## src/rtl/ps2_pkg.sv

```systemverilog
// Shared types and constants for the PS/2 keyboard receiver.
package ps2_pkg;

    typedef enum logic [1:0] {
        IDLE,
        DATA,
        PARITY,
        STOP
    } rx_state_t;

    localparam logic [7:0] PS2_EXT_CODE = 8'hE0;
    localparam logic [7:0] PS2_BRK_CODE = 8'hF0;

    typedef struct packed {
        logic       ext;
        logic       brk;
        logic [7:0] code;
    } key_evt_t;

endpackage

```

## src/rtl/ps2_evt_fifo.sv

```systemverilog
// Show-ahead FIFO of key events; head reads as zero when empty.
module ps2_evt_fifo
    import ps2_pkg::*;
#(
    parameter int DEPTH = 8
) (
    input  logic     clk,
    input  logic     reset_n,
    input  logic     push,
    input  key_evt_t push_data,
    input  logic     pop_req,
    output key_evt_t head,
    output logic     valid,
    output logic     drop
);

    localparam int AW = $clog2(DEPTH);

    key_evt_t       mem [DEPTH];
    logic [AW:0]    wr_ptr_reg;
    logic [AW:0]    rd_ptr_reg;
    logic           empty;
    logic           full;
    logic           pop;
    logic           wr_en;

    assign empty = (wr_ptr_reg == rd_ptr_reg);
    assign full  = (wr_ptr_reg == {~rd_ptr_reg[AW], rd_ptr_reg[AW-1:0]});
    assign pop   = pop_req && !empty;
    // A simultaneous pop frees the slot, so a push into a full FIFO still lands.
    assign wr_en = push && (!full || pop);
    assign drop  = push && full && !pop;

    always_ff @(posedge clk or negedge reset_n) begin
        if (!reset_n) begin
            wr_ptr_reg <= '0;
            rd_ptr_reg <= '0;
        end else begin
            if (wr_en) wr_ptr_reg <= wr_ptr_reg + 1'b1;
            if (pop)   rd_ptr_reg <= rd_ptr_reg + 1'b1;
        end
    end

    always_ff @(posedge clk) begin
        if (wr_en) mem[wr_ptr_reg[AW-1:0]] <= push_data;
    end

    assign head  = empty ? key_evt_t'('0) : mem[rd_ptr_reg[AW-1:0]];
    assign valid = !empty;

endmodule

```

## src/rtl/ps2_key_rx.sv

```systemverilog
// PS/2 keyboard receiver: sync, deframe, E0/F0 folding, event FIFO.
// Optional PS2_GLITCH_FILTER_EN adds a stability filter on ps2_clk.
module ps2_key_rx
    import ps2_pkg::*;
#(
    parameter int CLK_FREQ_HZ = 25_000_000,
    parameter int TIMEOUT_US  = 2000,
    parameter int FIFO_DEPTH  = 8,
    parameter int SYNC_STAGES = 2,
    parameter int FILTER_LEN  = 8
) (
    input  logic       clk,
    input  logic       reset_n,
    input  logic       ps2_clk,
    input  logic       ps2_data,
    output logic [7:0] key_code,
    output logic       key_ext,
    output logic       key_break,
    output logic       key_valid,
    input  logic       key_ready,
    output logic       frame_err,
    output logic       overflow,
    input  logic       clr_overflow
);

    localparam longint TO_CYCLES = longint'(TIMEOUT_US) * longint'(CLK_FREQ_HZ) / 64'sd1_000_000;
    localparam int TO_W = $clog2(TO_CYCLES) + 1;
    localparam logic [TO_W-1:0] TO_LIMIT = TO_W'(TO_CYCLES);

    logic [SYNC_STAGES-1:0] clk_sync_reg;
    logic [SYNC_STAGES-1:0] data_sync_reg;
    logic                   clk_s;
    logic                   data_s;
    logic                   clk_f;
    logic                   data_f;

    always_ff @(posedge clk or negedge reset_n) begin
        if (!reset_n) begin
            clk_sync_reg  <= '1;
            data_sync_reg <= '1;
        end else begin
            clk_sync_reg  <= {clk_sync_reg[SYNC_STAGES-2:0], ps2_clk};
            data_sync_reg <= {data_sync_reg[SYNC_STAGES-2:0], ps2_data};
        end
    end

    assign clk_s  = clk_sync_reg[SYNC_STAGES-1];
    assign data_s = data_sync_reg[SYNC_STAGES-1];

`ifdef PS2_GLITCH_FILTER_EN
    localparam int FW = $clog2(FILTER_LEN) + 1;

    logic [FW-1:0]         filt_cnt_reg;
    logic                  filt_lvl_reg;
    logic [FILTER_LEN-1:0] data_dly_reg;

    // Data is delayed by the filter latency so it stays aligned with the clock fall.
    always_ff @(posedge clk or negedge reset_n) begin
        if (!reset_n) begin
            filt_cnt_reg <= '0;
            filt_lvl_reg <= 1'b1;
            data_dly_reg <= '1;
        end else begin
            data_dly_reg <= {data_dly_reg[FILTER_LEN-2:0], data_s};
            if (clk_s == filt_lvl_reg) begin
                filt_cnt_reg <= '0;
            end else if (filt_cnt_reg == FW'(FILTER_LEN - 1)) begin
                filt_lvl_reg <= clk_s;
                filt_cnt_reg <= '0;
            end else begin
                filt_cnt_reg <= filt_cnt_reg + 1'b1;
            end
        end
    end

    assign clk_f  = filt_lvl_reg;
    assign data_f = data_dly_reg[FILTER_LEN-1];
`else
    assign clk_f  = clk_s;
    assign data_f = data_s;
`endif

    logic            prev_clk_reg;
    logic            fall;
    rx_state_t       state_reg, state_next;
    logic [2:0]      bit_cnt_reg, bit_cnt_next;
    logic [7:0]      shift_reg, shift_next;
    logic            parity_reg, parity_next;
    logic [TO_W-1:0] to_cnt_reg, to_cnt_next;
    logic            byte_done_reg, byte_done_next;
    logic            frame_err_reg, frame_err_next;
    logic            timeout;

    assign fall    = prev_clk_reg && !clk_f;
    assign timeout = (state_reg != IDLE) && (to_cnt_reg == TO_LIMIT);

    always_ff @(posedge clk or negedge reset_n) begin
        if (!reset_n) begin
            prev_clk_reg  <= 1'b1;
            state_reg     <= IDLE;
            bit_cnt_reg   <= '0;
            shift_reg     <= '0;
            parity_reg    <= 1'b0;
            to_cnt_reg    <= '0;
            byte_done_reg <= 1'b0;
            frame_err_reg <= 1'b0;
        end else begin
            prev_clk_reg  <= clk_f;
            state_reg     <= state_next;
            bit_cnt_reg   <= bit_cnt_next;
            shift_reg     <= shift_next;
            parity_reg    <= parity_next;
            to_cnt_reg    <= to_cnt_next;
            byte_done_reg <= byte_done_next;
            frame_err_reg <= frame_err_next;
        end
    end

    always_comb begin
        state_next     = state_reg;
        bit_cnt_next   = bit_cnt_reg;
        shift_next     = shift_reg;
        parity_next    = parity_reg;
        byte_done_next = 1'b0;
        frame_err_next = 1'b0;
        if (state_reg == IDLE || fall) to_cnt_next = '0;
        else                           to_cnt_next = to_cnt_reg + 1'b1;

        if (timeout) begin
            state_next     = IDLE;
            frame_err_next = 1'b1;
            to_cnt_next    = '0;
        end else if (fall) begin
            case (state_reg)
                IDLE: begin
                    if (!data_f) begin
                        state_next   = DATA;
                        bit_cnt_next = '0;
                    end
                end
                DATA: begin
                    shift_next   = {data_f, shift_reg[7:1]};
                    bit_cnt_next = bit_cnt_reg + 1'b1;
                    if (bit_cnt_reg == 3'd7) state_next = PARITY;
                end
                PARITY: begin
                    parity_next = data_f;
                    state_next  = STOP;
                end
                STOP: begin
                    if (data_f && ((^shift_reg) ^ parity_reg)) byte_done_next = 1'b1;
                    else                                         frame_err_next = 1'b1;
                    state_next = IDLE;
                end
                default: state_next = IDLE;
            endcase
        end
    end

    logic     ext_pend_reg;
    logic     brk_pend_reg;
    logic     push;
    key_evt_t push_evt;
    key_evt_t head;
    logic     drop;
    logic     overflow_reg;

    // shift_reg is still holding the finished byte while byte_done_reg is high.
    assign push = byte_done_reg && (shift_reg != PS2_EXT_CODE) && (shift_reg != PS2_BRK_CODE);
    assign push_evt = '{ext: ext_pend_reg, brk: brk_pend_reg, code: shift_reg};

    always_ff @(posedge clk or negedge reset_n) begin
        if (!reset_n) begin
            ext_pend_reg <= 1'b0;
            brk_pend_reg <= 1'b0;
        end else if (frame_err_reg) begin
            ext_pend_reg <= 1'b0;
            brk_pend_reg <= 1'b0;
        end else if (byte_done_reg) begin
            if (shift_reg == PS2_EXT_CODE) begin
                ext_pend_reg <= 1'b1;
            end else if (shift_reg == PS2_BRK_CODE) begin
                brk_pend_reg <= 1'b1;
            end else begin
                ext_pend_reg <= 1'b0;
                brk_pend_reg <= 1'b0;
            end
        end
    end

    ps2_evt_fifo #(
        .DEPTH(FIFO_DEPTH)
    ) u_fifo (
        .clk       (clk),
        .reset_n   (reset_n),
        .push      (push),
        .push_data (push_evt),
        .pop_req   (key_ready),
        .head      (head),
        .valid     (key_valid),
        .drop      (drop)
    );

    always_ff @(posedge clk or negedge reset_n) begin
        if (!reset_n)          overflow_reg <= 1'b0;
        else if (drop)         overflow_reg <= 1'b1;
        else if (clr_overflow) overflow_reg <= 1'b0;
    end

    assign key_code  = head.code;
    assign key_ext   = head.ext;
    assign key_break = head.brk;
    assign frame_err = frame_err_reg;
    assign overflow  = overflow_reg;

endmodule

```

## config.mk

```make
export PLATFORM = sky130hd
export DESIGN_NAME = ps2_key_rx
export DESIGN_NICKNAME = d
export VERILOG_FILES = /design/src/rtl/ps2_pkg.sv /design/src/rtl/ps2_evt_fifo.sv /design/src/rtl/ps2_key_rx.sv
export SDC_FILE = /design/constraint.sdc
export NUM_CORES = 1
export LEC_CHECK = 0
export ABC_AREA = 0
export CORE_MARGIN = 2
export CORE_UTILIZATION = 50
export CTS_BUF_LIST = sky130_fd_sc_hd__clkbuf_4 sky130_fd_sc_hd__clkbuf_8
export CTS_CLUSTER_SIZE = 28
export DETAILED_ROUTE_END_ITERATION = 7
export PLACE_DENSITY = 0.7
export SLEW_MARGIN = 15
export SYNTH_ARGS = -nofsm -noshare
export SYNTH_HDL_FRONTEND = slang
export SYNTH_SLANG_ARGS = --single-unit
export TNS_END_PERCENT = 100
```

## constraint.sdc

```tcl
create_clock -name clk -period 2.74 [get_ports clk]
set_input_delay 0.411 -clock clk [delete_from_list [all_inputs] [get_ports clk]]
set_output_delay 0.411 -clock clk [all_outputs]
set_load 0.02 [all_outputs]
```

==> results of run 1 <==
[worst paths after layout]
path,endpoint,cells after the start,startpoint
min reg2reg,clk_sync_reg[1],0,clk_sync_reg[0]
max,key_code[0],5,u_fifo.rd_ptr_reg[0]
min,to_cnt_reg[5],1,reset_n
max reg2reg,u_fifo.mem[2][7],7,shift_reg[2]
max in group asynchronous,data_sync_reg[1],2,reset_n
min in group clk,clk_sync_reg[1],0,clk_sync_reg[0]
[synthesized netlist by cell type (all sizes together), types with 3 or more instances]
| cell type | n | share of area [%] |
|---|---|---|
| o21ai | 8 | 0.72 |
| mux2i | 10 | 1.8 |
| xnor2 | 15 | 2.4 |
| nor4b | 3 | 0.74 |
| dfrtp | 44 | 20 |
| edfxtp | 80 | 43 |
| nor3 | 8 | 0.81 |
| clkbuf | 10 | 0.67 |
| nand3 | 11 | 0.99 |
| a21oi | 5 | 0.52 |
| inv | 14 | 0.94 |
| ha | 15 | 3.4 |
| xor2 | 14 | 2.2 |
| buf | 5 | 0.47 |
| nand2b | 4 | 0.45 |
| nand2 | 26 | 1.8 |
| nand4 | 6 | 0.67 |
| dfstp | 5 | 2.4 |
| and3 | 5 | 0.56 |
| mux4 | 20 | 8.1 |
| nor2 | 38 | 2.6 |
| mux2 | 6 | 1.2 |
| nor4 | 3 | 0.34 |
[per-stage QoR]
| stage | utilization (%) | total power [mW] | cell area, um^2 | setup slack [ns] | instances |
|---|---|---|---|---|---|
| after detailed placement | 55.7 | 4.68 | 6030 | 0.420 | 539 |
| after CTS | 59.3 | 6.21 | 6420 | 0.000599 | 571 |
| after floorplan | - | 3.98 | 5580 | 0.0256 | 379 |
| final | 59.4 | 6.12 | 6440 | 0.221 | 571 |
| after global placement | 55.7 | 4.62 | 6030 | 0.415 | 539 |
| after global routing | 59.4 | 6.48 | 6440 | 0.0982 | 571 |
[power by group]
group | leakage (nW) | switching, mW | internal, mW | total [mW]
Combinational | 0.899 | 0.987 | 0.949 | 1.94
Clock | 0.183 | 0.753 | 0.814 | 1.57
Sequential | 1.40 | 0.287 | 2.33 | 2.62
[repair_timing]
action,4_1_cts,5_1_grt
buffers inserted,0,0
endpoints found under the setup margin,7,5
resized for setup,7,6
[cell type report]
| type | instances | area share (%) |
|---|---|---|
| multi-input cells | 221 | 28.6 |
| well taps | 140 | 2.72 |
| clock inverters | 15 | 2.47 |
| repair buffers | 35 | 5.28 |
| flip-flops and latches | 129 | 56.4 |
| inverters | 14 | 0.816 |
| clock buffers | 17 | 3.63 |
[metal layers]
metal,track usage (%),vias to the layer above,wire [um]
met1,24.0,1599,4330
met4,5.70,0,67
met5,0,-,0
li1,-,1481,-
met2,32.3,57,5380
met3,3.73,5,284
[kinds of logic after synthesis]
kind of cell / after synthesis / share of synthesized area (%)
adders and majority gates: 15 / 3.37
muxes: 36 / 11.1
and+or+nand+nor: 118 / 11.0
AOI/OAI and AO/OA: 23 / 2.69
xor gates and xnor gates: 29 / 4.55
buffers and inverters: 29 / 2.09
DFF: 129 / 65.2
==> results.md, run 1 <==
Timing
- 1.02 ns — worst slew pin tran
- 91.9% — post-route fraction of the period consumed by the critical path
- 0 — final count of negative-setup-slack endpoints
- 0.397 GHz — highest attainable clock frequency
- no — RSZ-0062 raised after global routing
- 0.00803 ns — Post-Route Skew
- 0 — number of hold violations in the final report
- 0 ns — final-layout setup total negative slack
- 0.166 ns — Hold WS
- 32.1% — worst slew margin relative to its limit
- 0 — total count of max-transition violations in the final report
- 2.52 ns — Final min period

Global route
- 0 — antenna violations before repair
- 18.7% — total routing usage reported by global routing
- 16,700 um — wire length of the first global-routing pass
- 46 — largest net degree at the start of global routing
- 3,281 — vias in the first global route
- 0 — gr ovfl total

Yosys
- 14.7 um^2 — mean cell area of the mapped netlist
- 0 — Yosys warnings
- 38.0% — share of synthesized flip-flops with an asynchronous set or reset
- 0.00558 mm^2 — Cell Area, Synth
- 47 — count of different cell masters after synthesis
- 129 — total of flip-flops plus latches after synthesis
- 65.2% — proportion of synthesized chip area in sequential cells
- 379 — number of standard cells after synthesis
- 80 — number of flops mapped to enable cells by yosys
- 400 — post-synth net total
- edfxtp_1 — top flip-flop cell by instance count after synthesis

Worst setup path
- 0.50 ns — crit-path max cell delay
- 2.11 ns — Critical Path AT
- flip-flop — startpoint types
- mux4_2 — cell with the biggest individual delay on the critical path
- multiplexers — Worst path top cell family by delay
- primary output — crit end category
- 0.43 ns — worst reg2reg setup slack
- buf_12 -> mux4_2 -> mux2i_1 -> nor2_1 -> dlygate4sd2_1 — series of cell instances along the critical path
- flip-flop to primary output — startpoint-to-endpoint class of the critical path
- 14 — maximum fanout along the worst path
- 2 — count of buffering cells on the critical path with inverters included
- 2.33 ns — required time worst endpoint

Cells and area
- 851 — number of filler cells placed in the layout
- 15.5% — Area growth, synth to finish
- 0.00184 mm^2 — area used by multi-input combinational logic
- 0 — Antenna Diode Count
- 439 — Final nets
- edfxtp_1, dfrtp_1, nor2_1 — most used cells in the layout excluding fill and tap cells
- 20.9% — ratio of cells with drive above 1 in the final layout
- 80 — flip-flop count of the largest register after layout
- edfxtp_1 — most common cell after layout, fill and taps aside
- 0.00363 mm^2 — register area

Floorplan
- 19 — boundary pin count
- 0.0120 mm^2 — Die Area
- 0.0108 mm^2 — area of the core
- 38 — Site Rows
- 51.4% — Initial Utilization
- 110 um — Die Wd
- 110 um — die extent in y

Hold path
- input pin to async pin — type of the tightest min-delay check

Clock network
- 2 — buffer depth of the longest clock path
- 129 — clock tree sinks
- 0.08 ns — clock transition at the registers of the reported paths
- 0.41 ns — clock insertion delay at the later pin of the skew report
- 17 — cts bufs inserted
- 4 — count of H-tree levels built during CTS
- done — clock tree from TritonCTS
- 0 — CTS hold repair buffers
- clkbuf_8 — clk root buf

Routing
- 17.6 um — average wire per cell in the routed design
- 4 — detailed-router iteration count before antenna repair
- 0 — post-route antenna net violation count
- 5.50 — via density per instance
- 10,100 um — total routed wirelength
- 3,142 — routed via count
- 142 — violation count after the first detailed-route iteration
- 0 — remaining design rule violation count

Placed design
- 0.795 — placer's final routability congestion estimate
- 18 — number of buffers added on ports
- 6570 um — sum of net half-perimeters after detailed placement

Outcome
- complete, no violations — result of the run

Power and ir drop
- 951 mW/mm^2 — pwr/cell area
- 2.48 nW — Leak Pwr
- 473 uV — worst-case vdd ir drop

Run
- 0 — maxcap violations

(Power assumes the default switching activity.)
==> run 2: changes to the inputs <==
--- a/config.mk
+++ b/config.mk
@@ -7,11 +7,11 @@
 export LEC_CHECK = 0
 export ABC_AREA = 0
 export CORE_MARGIN = 2
-export CORE_UTILIZATION = 50
+export CORE_UTILIZATION = 55
 export CTS_BUF_LIST = sky130_fd_sc_hd__clkbuf_4 sky130_fd_sc_hd__clkbuf_8
 export CTS_CLUSTER_SIZE = 28
 export DETAILED_ROUTE_END_ITERATION = 7
-export PLACE_DENSITY = 0.7
+export PLACE_DENSITY = 0.76
 export SLEW_MARGIN = 15
 export SYNTH_ARGS = -nofsm -noshare
 export SYNTH_HDL_FRONTEND = slang
==> run 2 against run 1 <==
Worst setup slack got worse by 0.029 ns; first-iteration DRC count rose by 30%; sequential cell count unchanged; critical path type unchanged; largest cell class unchanged; largest power group unchanged.
==> results.md, run 2 (synthesis results as in run 1) <==
Worst setup path
- 8 — worst r2r path cells
- u_fifo.mem[7][6] — endpoint of the lowest-slack register-to-register path
- 2.14 ns — Critical Path AT
- primary output — crit end category
- shift_reg[0] — beginning of the worst register-to-register path
- 2.33 ns — required time worst endpoint
- 0.38 ns — worst reg2reg setup slack
- flip-flop — startpoint types
- 11 — maximum fanout along the worst path
- flip-flop to primary output — startpoint-to-endpoint class of the critical path

Cells and area
- edfxtp_1, dfrtp_1, nor2_1 — most used cells in the layout excluding fill and tap cells
- 0.00184 mm^2 — area used by multi-input combinational logic
- edfxtp_1 — most common cell after layout, fill and taps aside
- 15.4% — Area growth, synth to finish
- 65.5% — Util after Layout
- 0.00363 mm^2 — register area
- 443 — Final nets
- 743 — number of filler cells placed in the layout
- 0 — Antenna Diode Count
- 21.1% — ratio of cells with drive above 1 in the final layout
- 80 — flip-flop count of the largest register after layout

Clock network
- clkbuf_8 — clk root buf
- 4 — count of H-tree levels built during CTS
- 0.41 ns — clock insertion delay at the later pin of the skew report
- 17 — cts bufs inserted
- 0.07 ns — clock transition at the registers of the reported paths
- 2 — buffer depth of the longest clock path
- 129 — clock tree sinks
- done — clock tree from TritonCTS
- 0 — post-CTS setup buffer count

Hold path
- flip-flop to flip-flop — type of the tightest min-delay check
- 0 — Worst Hold Depth
- data_sync_reg[0] — Worst Hold Launch
- data_sync_reg[1] — hold-critical path endpoint

Floorplan
- 105 um — die extent in y
- 19 — boundary pin count
- 56.8% — Initial Utilization
- 105 um — Die Wd
- 0.00982 mm^2 — area of the core
- 36 — Site Rows
- 0.0110 mm^2 — Die Area

Timing
- 0.192 ns — worst-case setup margin in the final layout
- no — RSZ-0062 raised after global routing
- 0 — total count of max-transition violations in the final report
- 0 — number of hold violations in the final report
- 0.393 GHz — highest attainable clock frequency
- 50.1% — worst slew margin relative to its limit
- 93.0% — post-route fraction of the period consumed by the critical path
- 0.00840 ns — Post-Route Skew
- 0 ns — final-layout setup total negative slack
- 0 — final count of negative-setup-slack endpoints
- 0.748 ns — worst slew pin tran
- 2.55 ns — Final min period

Global route
- 41 — largest net degree at the start of global routing
- 3,298 — vias in the first global route
- 17,000 um — wire length of the first global-routing pass
- 20.5% — total routing usage reported by global routing
- 0 — antenna violations before repair
- 0 — gr ovfl total

Outcome
- complete, no violations — result of the run

Power and ir drop
- 42.3% — fraction of power consumed by sequential logic
- 2.00 mW — switching power of the nets
- 4.15 mW — Internal
- 32.6% — sw frac
- 956 mW/mm^2 — pwr/cell area
- 31.5% — Comb power frac
- 26.3% — part of the power in the clock network
- 536 uV — worst-case vdd ir drop
- 2.47 nW — Leak Pwr

Placed design
- 6600 um — sum of net half-perimeters after detailed placement
- 0.402 ns — dpl ws
- 0.793 — placer's final routability congestion estimate
- 18 — number of buffers added on ports

Routing
- 3,183 — routed via count
- 10,200 um — total routed wirelength
- 18.0 um — average wire per cell in the routed design
- 184 — violation count after the first detailed-route iteration
- 0 — post-route antenna net violation count
- 4 — detailed-router iteration count before antenna repair
- 0 — remaining design rule violation count
- 5.60 — via density per instance

Run
- 0 — maxcap violations

## run 2: cell types whose count changed in the layout (fill, tap and decap cells not counted), moves of 2 or more
cell / before / now
buf_6: 2 / 0
dlygate4sd2_1: 6 / 11
clkinv_2: 1 / 3
inv_6: 3 / 0
dlymetal6s2s_1: 5 / 0
buf_4: 13 / 19
## run 2: stage by stage
| stage | hold WS (ns) | total power [mW] | instance area (um^2) | std cells |
|---|---|---|---|---|
| 3_5_place_dp | 0.285 | 4.69 | 6040 | 535 |
| 2_1_floorplan | 0.115 | 3.98 | 5580 | 379 |
| 6_report | 0.357 | 6.15 | 6430 | 568 |
| 5_1_grt | 0.362 | 6.51 | 6430 | 568 |
| 4_1_cts | 0.356 | 6.20 | 6430 | 568 |
| 3_3_place_gp | 0.282 | 4.62 | 6040 | 535 |
## run 2: critical path, stage by stage, from the launching register on
cell           delay, ns
dfrtp_1             0.42
buf_4               0.19
xnor2_1             0.21
nand3_1             0.14
nor2b_1             0.16
buf_4               0.21
nor2_1              0.06
dlygate4sd2_1       0.32
## run 2: per-layer routing
| layer | wire length (um) | GRT usage [%] |
|---|---|---|
| met2 | 5160 | 33.6 |
| met5 | 0 | 0 |
| met4 | 86 | 7.14 |
| met3 | 451 | 4.80 |
| met1 | 4520 | 27.1 |
## run 2: worst max-delay path by stage
stage | cells past startpoint | end | startpoint
floorplan | 6 | u_fifo.mem[2][0] | shift_reg[4]
global placement | 5 | key_code[7] | u_fifo.rd_ptr_reg[1]
detailed placement | 8 | u_fifo.mem[7][7] | shift_reg[4]
CTS | 7 | key_code[7] | u_fifo.rd_ptr_reg[0]
global route | 7 | key_code[6] | u_fifo.rd_ptr_reg[0]
finish | 7 | key_code[7] | u_fifo.rd_ptr_reg[0]
## run 2: timing repair
item                                    CTS  global route
endpoints found under the setup margin   11             0
hold endpoints to repair                  9             0
hold buffers                              1             0
gates resized for setup                  11             0
## run 2: cell type report
| class | count | area share (%) |
|---|---|---|
| Clock buffer | 17 | 3.64 |
| Clock inverter | 15 | 2.62 |
| Inverter | 14 | 0.817 |
| Multi-Input combinational cell | 221 | 28.7 |
| Sequential cell | 129 | 56.5 |
| Tap cell | 133 | 2.59 |
| Timing Repair Buffer | 39 | 5.19 |
## run 2: power groups by stage
stage,clock network [mW],logic (mW),registers (mW)
after global placement,0,2.01,2.62
after detailed placement,0,2.05,2.64
after global routing,1.72,2.15,2.64
final,1.61,1.93,2.60
after floorplan,0,1.46,2.52
after CTS,1.65,1.95,2.60
==> run 3: changes to the inputs <==
--- a/config.mk
+++ b/config.mk
@@ -12,7 +12,7 @@
 export CTS_CLUSTER_SIZE = 28
 export DETAILED_ROUTE_END_ITERATION = 7
 export PLACE_DENSITY = 0.76
-export SLEW_MARGIN = 15
+export SLEW_MARGIN = 30
 export SYNTH_ARGS = -nofsm -noshare
 export SYNTH_HDL_FRONTEND = slang
 export SYNTH_SLANG_ARGS = --single-unit
==> results of run 3 <==
The final DEF is identical to that of run 2; final timing and power are the same.
